--- src/rtl/fetch_prefetch_if.sv ---
// ============================================================================
// Module   : fetch_prefetch_if
// Purpose  : Bundles the fetch control, memory, and instruction-stream signals.
// Revision : 1.0
// ============================================================================
`default_nettype none

interface fetch_prefetch_if #(
    parameter int ADDR_W = 16
) ();
    logic                fetch_start;
    logic [3:0]          opCode_in;
    logic [8:0]          offset_in;
    logic [ADDR_W-1:0]   reg_in;
    logic [2:0]          br_nzp;
    logic [2:0]          result_nzp;
    logic                redirect_valid;
    logic [15:0]         mem_data_in;
    logic                inst_ready;
    logic [ADDR_W-1:0]   addr_out;
    logic                mem_rd_out;
    logic                wea_out;
    logic [15:0]         inst_out;
    logic                inst_valid;
    logic [ADDR_W-1:0]   pc;

    modport master (
        input  fetch_start, opCode_in, offset_in, reg_in, br_nzp, result_nzp,
               redirect_valid, mem_data_in, inst_ready,
        output addr_out, mem_rd_out, wea_out, inst_out, inst_valid, pc
    );

    modport slave (
        output fetch_start, opCode_in, offset_in, reg_in, br_nzp, result_nzp,
               redirect_valid, mem_data_in, inst_ready,
        input  addr_out, mem_rd_out, wea_out, inst_out, inst_valid, pc
    );
endinterface

`default_nettype wire

--- src/rtl/fetch_prefetch.sv ---
// ============================================================================
// Module   : fetch_prefetch
// Purpose  : Instruction prefetch queue with BR/JMP redirect and flush.
// Revision : 1.0
// ============================================================================
`default_nettype none

module fetch_prefetch #(
    parameter int                ADDR_W   = 16,
    parameter int                DEPTH    = 4,
    parameter logic [ADDR_W-1:0] RESET_PC = '0
) (
    input  wire logic          clk,
    input  wire logic          rst_n,
    fetch_prefetch_if.master   bus
);
    localparam int PTR_W = $clog2(DEPTH);
    localparam int CNT_W = $clog2(DEPTH + 1);
    localparam logic [CNT_W:0]   C_DEPTH_OCC = (CNT_W + 1)'(DEPTH);
    localparam logic [PTR_W-1:0] C_PTR_LAST  = PTR_W'(DEPTH - 1);

    typedef enum logic [0:0] {
        ST_IDLE = 1'b0,
        ST_RUN  = 1'b1
    } state_t;

    state_t              r_state;
    state_t              w_state_nxt;
    logic [ADDR_W-1:0]   r_fetch_addr;
    logic [ADDR_W-1:0]   r_next_seq;
    logic [ADDR_W-1:0]   r_inflight_addr;
    logic                r_inflight;
    logic [15:0]         r_q_data [DEPTH];
    logic [ADDR_W-1:0]   r_q_addr [DEPTH];
    logic [PTR_W-1:0]    r_rd_ptr;
    logic [PTR_W-1:0]    r_wr_ptr;
    logic [CNT_W-1:0]    r_count;

    logic                w_run;
    logic                w_br_take;
    logic                w_jmp;
    logic                w_redirect;
    logic [ADDR_W-1:0]   w_off_sext;
    logic [ADDR_W-1:0]   w_target;
    logic [CNT_W:0]      w_occ;
    logic                w_issue;
    logic                w_valid;
    logic                w_pop;
    logic                w_push;

    function automatic logic [PTR_W-1:0] ptr_inc(input logic [PTR_W-1:0] p);
        return (p == C_PTR_LAST) ? '0 : p + 1'b1;
    endfunction

    generate
        if (ADDR_W > 9) begin : g_sext_wide
            assign w_off_sext = {{(ADDR_W-9){bus.offset_in[8]}}, bus.offset_in};
        end else begin : g_sext_exact
            assign w_off_sext = bus.offset_in[ADDR_W-1:0];
        end
    endgenerate

    assign w_run      = (r_state == ST_RUN);
    assign w_br_take  = bus.redirect_valid && (bus.opCode_in == 4'b0000)
                        && ((bus.br_nzp & bus.result_nzp) != 3'b000);
    assign w_jmp      = bus.redirect_valid && (bus.opCode_in == 4'b1100);
    assign w_redirect = w_run && (w_br_take || w_jmp);
    assign w_target   = w_jmp ? bus.reg_in : (r_next_seq + w_off_sext);

    // In-flight word counts against capacity so a returning read always has a slot.
    assign w_occ   = {1'b0, r_count} + {{CNT_W{1'b0}}, r_inflight};
    assign w_issue = w_run && !w_redirect && (w_occ < C_DEPTH_OCC);
    assign w_valid = (r_count != '0);
    assign w_pop   = w_valid && bus.inst_ready;
    assign w_push  = r_inflight && !w_redirect;

    always_ff @(posedge clk or negedge rst_n) begin
        if (!rst_n) begin
            r_state <= ST_IDLE;
        end else begin
            r_state <= w_state_nxt;
        end
    end

    always_comb begin
        w_state_nxt = r_state;
        case (r_state)
            ST_IDLE: if (bus.fetch_start) w_state_nxt = ST_RUN;
            ST_RUN:  w_state_nxt = ST_RUN;
            default: w_state_nxt = ST_IDLE;
        endcase
    end

    always_ff @(posedge clk or negedge rst_n) begin
        if (!rst_n) begin
            r_fetch_addr    <= RESET_PC;
            r_next_seq      <= RESET_PC;
            r_inflight_addr <= RESET_PC;
            r_inflight      <= 1'b0;
            r_rd_ptr        <= '0;
            r_wr_ptr        <= '0;
            r_count         <= '0;
        end else if (w_redirect) begin
            // Redirect outranks a simultaneous pop: next_seq keeps its old value.
            r_fetch_addr <= w_target;
            r_inflight   <= 1'b0;
            r_rd_ptr     <= '0;
            r_wr_ptr     <= '0;
            r_count      <= '0;
        end else begin
            r_inflight <= w_issue;
            if (w_issue) begin
                r_inflight_addr <= r_fetch_addr;
                r_fetch_addr    <= r_fetch_addr + 1'b1;
            end
            if (w_push) begin
                r_wr_ptr <= ptr_inc(r_wr_ptr);
            end
            if (w_pop) begin
                r_rd_ptr   <= ptr_inc(r_rd_ptr);
                r_next_seq <= r_q_addr[r_rd_ptr] + 1'b1;
            end
            case ({w_push, w_pop})
                2'b10:   r_count <= r_count + 1'b1;
                2'b01:   r_count <= r_count - 1'b1;
                default: r_count <= r_count;
            endcase
        end
    end

    always_ff @(posedge clk) begin
        if (w_push) begin
            r_q_data[r_wr_ptr] <= bus.mem_data_in;
            r_q_addr[r_wr_ptr] <= r_inflight_addr;
        end
    end

    assign bus.addr_out   = r_fetch_addr;
    assign bus.mem_rd_out = w_issue;
    assign bus.wea_out    = 1'b0;
    assign bus.inst_valid = w_valid;
    assign bus.inst_out   = w_valid ? r_q_data[r_rd_ptr] : 16'h0000;
    assign bus.pc         = w_valid ? r_q_addr[r_rd_ptr] : r_fetch_addr;

endmodule

`default_nettype wire
--- src/flat_wrapper.sv ---
// flat-port wrapper written by rule: the top's interface ports become plain ports
module fetch_prefetch_flat 
#(
    parameter int                ADDR_W   = 16,
    parameter int                DEPTH    = 4,
    parameter logic [ADDR_W-1:0] RESET_PC = '0
)
  (clk, rst_n, bus_fetch_start, bus_opCode_in, bus_offset_in, bus_reg_in, bus_br_nzp, bus_result_nzp, bus_redirect_valid, bus_mem_data_in, bus_inst_ready, bus_addr_out, bus_mem_rd_out, bus_wea_out, bus_inst_out, bus_inst_valid, bus_pc);
  fetch_prefetch_if #(.ADDR_W(ADDR_W)) bus_i ();
  input  wire logic clk;
  input  wire logic rst_n;
  input wire logic [$bits(bus_i.fetch_start)-1:0] bus_fetch_start;
  input wire logic [$bits(bus_i.opCode_in)-1:0] bus_opCode_in;
  input wire logic [$bits(bus_i.offset_in)-1:0] bus_offset_in;
  input wire logic [$bits(bus_i.reg_in)-1:0] bus_reg_in;
  input wire logic [$bits(bus_i.br_nzp)-1:0] bus_br_nzp;
  input wire logic [$bits(bus_i.result_nzp)-1:0] bus_result_nzp;
  input wire logic [$bits(bus_i.redirect_valid)-1:0] bus_redirect_valid;
  input wire logic [$bits(bus_i.mem_data_in)-1:0] bus_mem_data_in;
  input wire logic [$bits(bus_i.inst_ready)-1:0] bus_inst_ready;
  output wire logic [$bits(bus_i.addr_out)-1:0] bus_addr_out;
  output wire logic [$bits(bus_i.mem_rd_out)-1:0] bus_mem_rd_out;
  output wire logic [$bits(bus_i.wea_out)-1:0] bus_wea_out;
  output wire logic [$bits(bus_i.inst_out)-1:0] bus_inst_out;
  output wire logic [$bits(bus_i.inst_valid)-1:0] bus_inst_valid;
  output wire logic [$bits(bus_i.pc)-1:0] bus_pc;
  assign bus_i.fetch_start = bus_fetch_start;
  assign bus_i.opCode_in = bus_opCode_in;
  assign bus_i.offset_in = bus_offset_in;
  assign bus_i.reg_in = bus_reg_in;
  assign bus_i.br_nzp = bus_br_nzp;
  assign bus_i.result_nzp = bus_result_nzp;
  assign bus_i.redirect_valid = bus_redirect_valid;
  assign bus_i.mem_data_in = bus_mem_data_in;
  assign bus_i.inst_ready = bus_inst_ready;
  assign bus_addr_out = bus_i.addr_out;
  assign bus_mem_rd_out = bus_i.mem_rd_out;
  assign bus_wea_out = bus_i.wea_out;
  assign bus_inst_out = bus_i.inst_out;
  assign bus_inst_valid = bus_i.inst_valid;
  assign bus_pc = bus_i.pc;
  fetch_prefetch #(.ADDR_W(ADDR_W), .DEPTH(DEPTH), .RESET_PC(RESET_PC)) u_core (.clk(clk), .rst_n(rst_n), .bus(bus_i));
endmodule
--- config.mk ---
export PLATFORM = sky130hd
export DESIGN_NAME = fetch_prefetch_flat
export DESIGN_NICKNAME = d
export VERILOG_FILES = /design/src/rtl/fetch_prefetch_if.sv /design/src/rtl/fetch_prefetch.sv /design/src/flat_wrapper.sv
export SDC_FILE = /design/constraint.sdc
export NUM_CORES = 1
export LEC_CHECK = 0
export CORE_MARGIN = 4
export CORE_UTILIZATION = 40
export CTS_CLUSTER_DIAMETER = 30
export DETAILED_ROUTE_END_ITERATION = 10
export GPL_ROUTABILITY_DRIVEN = 0
export PLACE_DENSITY = 0.62
export SETUP_SLACK_MARGIN = 0.2
export SLEW_MARGIN = 20
export SYNTH_ARGS = -nofsm -noshare
export SYNTH_HDL_FRONTEND = slang
export SYNTH_SLANG_ARGS = --single-unit
--- constraint.sdc ---
create_clock -name clk -period 6.3 [get_ports clk]
set_input_delay 0.945 -clock clk [delete_from_list [all_inputs] [get_ports clk]]
set_output_delay 0.945 -clock clk [all_outputs]
set_load 0.02 [all_outputs]
==> metrics <==
number of cells on the critical path 6; compound-cell area share of the yosys netlist 7.61%; Via density 5.48; pwr/cell area 545 nW/um^2; clock slew at reported path FFs 60 ps; H-tree levels 4; layout cells sized above 1 15.4%; Layout area overhead 21.2%; CP max-delay cell clkdlybuf4s50_1; total gr overflow 0; Port Buf Inserts 105; worst path bufs/invs 3; Site Rows 53; warnings from Yosys 0; CTS Buffer Depth 2; net count after synthesis 701; global-route wire length before repair 31.6 mm; vias in the first global route 5,535; WL final 20.5 mm; critical path fanouts, max 35; Slew headroom 39.8%; Critical Path End bus_mem_rd_out; Core Area 21,200 um^2; RSZ-0062 raised after global routing false; CTS Buf Count 17; Detail Route Antenna Nets 0; synthesized instance count 620; Worst Path Class, Setup in2out; final setup TNS 0 ps; clk_skew 8.61 ps; Synth async-reset ratio 30.8%; die area 24,200 um^2; Area contributors post-synth edfxtp_1, dfrtp_1, mux4_2; cell taking the most area after synthesis edfxtp_1; R2R cell count 8; vias post-DR 5,532; Fmax achieved 233 MHz; max_cap viols 0; Max Slew Vio Count 0; worst reg2reg startpoint u_core.r_rd_ptr[0]$_DFFE_PN0P_; Leakage 3.83 nW; Global Route Usage Sum 17.0%; post-synthesis mux area share 13.0%; Data arrival, critical path 3340 ps; CP Cell Sequence clkdlybuf4s50_1 -> a222oi_1 -> nor4b_4 -> nor3b_4 -> buf_4 -> clkdlybuf4s50_1; most frequent CP cell clkdlybuf4s50_1; flop2flop setup slack 3380 ps; initial antenna violation count 0; CP startpoint kind primary input; clock root cell clkbuf_16; Post-Syn Area 8720 um^2; syn avg cell area 14.1 um^2; DR DRC count 0; simple-gate share of the synthesized area 9.47%; Avg WL per Cell 20.3 um; 1st-pass router iterations 5; Ant. Diodes 0; Peak VDD IR 255 uV; status complete, no violations; Crit Reg-Reg Endpoint u_core.r_next_seq[15]$_DFFE_PN0P_; Critical Path End Type output port; post-synthesis cell type count 57; Boundary Pins 107; 1st-iter DRT viols 398; largest net degree at the start of global routing 58; Initial Utilization 41.1%; number of hold buffers added after cts 0; worst hold path type reg2reg; Skew-Pair Late Insertion Delay 420 ps; FF+latch count, synth 185; register area share after synthesis 60.5%; Worst Path Required 5350 ps; fin nets 803; largest family of logic cells by synthesized area multiplexers; CTS tree built; postcts setup bufs 0; DP HPWL 13.5 mm; Worst Setup SP bus_br_nzp[0]; EDFF count, synth 128; Slew @ Worst Pin 902 ps; CTS-repair resized insts 0; worst hold stages 2; Post-Synth XOR/XNOR Area 3.42%; Final Hold Fails 0; share of the synthesized area in the top cell type 44.1%; fin crit period 4290 ps; Clock Sinks 185; Chip Height 156 um; Pwr Total 0.00576 W; Tcrit/Tclk final 68.0%; Top delay family on crit path buffers and inverters; share of synthesized cell area in full adder, half adder and majority cells 3.76%; Synth Flop Type edfxtp_1; DIE WIDTH 156 um; Crit path largest cell delay 700 ps; final-report setup violation count 0
==> power by group <==
part	switching (W)	leakage (nW)	internal, W
Combinational	0.00141	1.73	0.00126
Clock	0.000452	0.254	0.000512
Sequential	0.000337	1.84	0.00179
==> per-layer routing <==
layer	vias up	part of all wire [%]	global-route usage (%)
met1	2760	46	23.8
met2	195	46	27.3
li1	2561	-	-
met3	16	7.0	4.41
met4	0	0.80	3.08
met5	-	0	0
==> cells in the mapped netlist (4+ instances only) <==
cell type / n
mux2_2: 32
nor3_1: 8
nor2b_1: 4
xor2_1: 19
nand2_1: 48
ha_1: 23
edfxtp_1: 128
mux4_2: 32
buf_2: 10
a21oi_1: 35
inv_1: 9
o21ai_0: 29
nand3_1: 12
mux2i_1: 5
a31oi_1: 8
clkbuf_1: 18
a22oi_1: 4
dfrtp_1: 57
a21o_1: 4
nand4_1: 10
and2_1: 18
xnor2_1: 15
and3_1: 14
nor2_1: 27
==> cells in the final DEF, fill, tap and decap left out, drive strengths merged, types with 10 or more instances in the layout <==
| cell | n |
|---|---|
| and2 | 19 |
| and3 | 14 |
| nand2 | 48 |
| mux4 | 32 |
| dfrtp | 57 |
| nand4 | 10 |
| nor2 | 27 |
| clkdlybuf4s50 | 104 |
| nand3 | 12 |
| o21ai | 29 |
| xor2 | 19 |
| inv | 15 |
| clkbuf | 20 |
| edfxtp | 128 |
| mux2 | 32 |
| xnor2 | 15 |
| ha | 23 |
| buf | 12 |
| a21oi | 35 |
==> state kept, by name, indices dropped and copies added (netlist names) <==
| signal | count |
|---|---|
| u_core.r_q_data | 64 |
| u_core.r_inflight | 1 |
| u_core.r_inflight_addr | 16 |
| u_core.bus.addr_out | 16 |
| u_core.r_state | 1 |
| u_core.r_rd_ptr | 2 |
| u_core.r_q_addr | 64 |
| u_core.r_count | 3 |
| u_core.r_wr_ptr | 2 |
| u_core.r_next_seq | 16 |
==> area by class of cell <==
| type | instances | area, um^2 |
|---|---|---|
| Clock buffer | 20 | 437 |
| Clock inverter | 11 | 92.6 |
| Fill cell | 1832 | 10700 |
| Inverter | 10 | 37.5 |
| Multi-Input combinational cell | 392 | 3250 |
| Sequential cell | 185 | 5270 |
| Tap cell | 275 | 344 |
| Timing Repair Buffer | 116 | 1130 |
==> cell families (layout without fill, tap and decap cells) <==
| logic type | count (synthesis) | after routing |
|---|---|---|
| DFF | 185 | 185 |
| and+or+nand+nor | 159 | 159 |
| AOI/OAI and AO/OA | 104 | 104 |
| muxes | 69 | 69 |
| buffers and inverters | 43 | 157 |
| xor gates and xnor gates | 34 | 34 |
| adders and majority gates | 25 | 25 |
| other | 1 | 1 |
==> worst min-delay path by stage <==
stage	startpoint	to	slack (ps)
after floorplan	u_core.r_next_seq[0]$_DFFE_PN0P_	u_core.r_next_seq[0]$_DFFE_PN0P_	450
final	u_core.r_next_seq[11]$_DFFE_PN0P_	u_core.r_next_seq[11]$_DFFE_PN0P_	480
after global placement	u_core.r_next_seq[4]$_DFFE_PN0P_	u_core.r_next_seq[4]$_DFFE_PN0P_	480
after global routing	u_core.r_next_seq[2]$_DFFE_PN0P_	u_core.r_next_seq[2]$_DFFE_PN0P_	520
after detailed placement	u_core.r_next_seq[4]$_DFFE_PN0P_	u_core.r_next_seq[4]$_DFFE_PN0P_	480
after CTS	u_core.r_next_seq[4]$_DFFE_PN0P_	u_core.r_next_seq[4]$_DFFE_PN0P_	500
==> stage by stage <==
stage	std cells	worst slack (ps)	hold WS [ps]	instance area [um^2]	util [%]
6_report	1009	2010	483	10600	49.8
5_1_grt	1009	1910	519	10600	49.8
4_1_cts	1009	1990	496	10600	49.8
3_5_place_dp	978	1990	480	10000	47.3
3_3_place_gp	978	2070	479	10000	47.3
2_1_floorplan	620	2860	454	8720	-
==> worst reg2reg max path: stages, from the launching register on <==
cell and delay [ps]:
dfrtp_2 890, buf_4 420, mux4_2 630, nand3_1 130, nand2b_1 240, inv_1 100, nand4_1 110, xor2_1 150
o21ai_0 80
No activity file was read; power rests on OpenSTA's default activity.
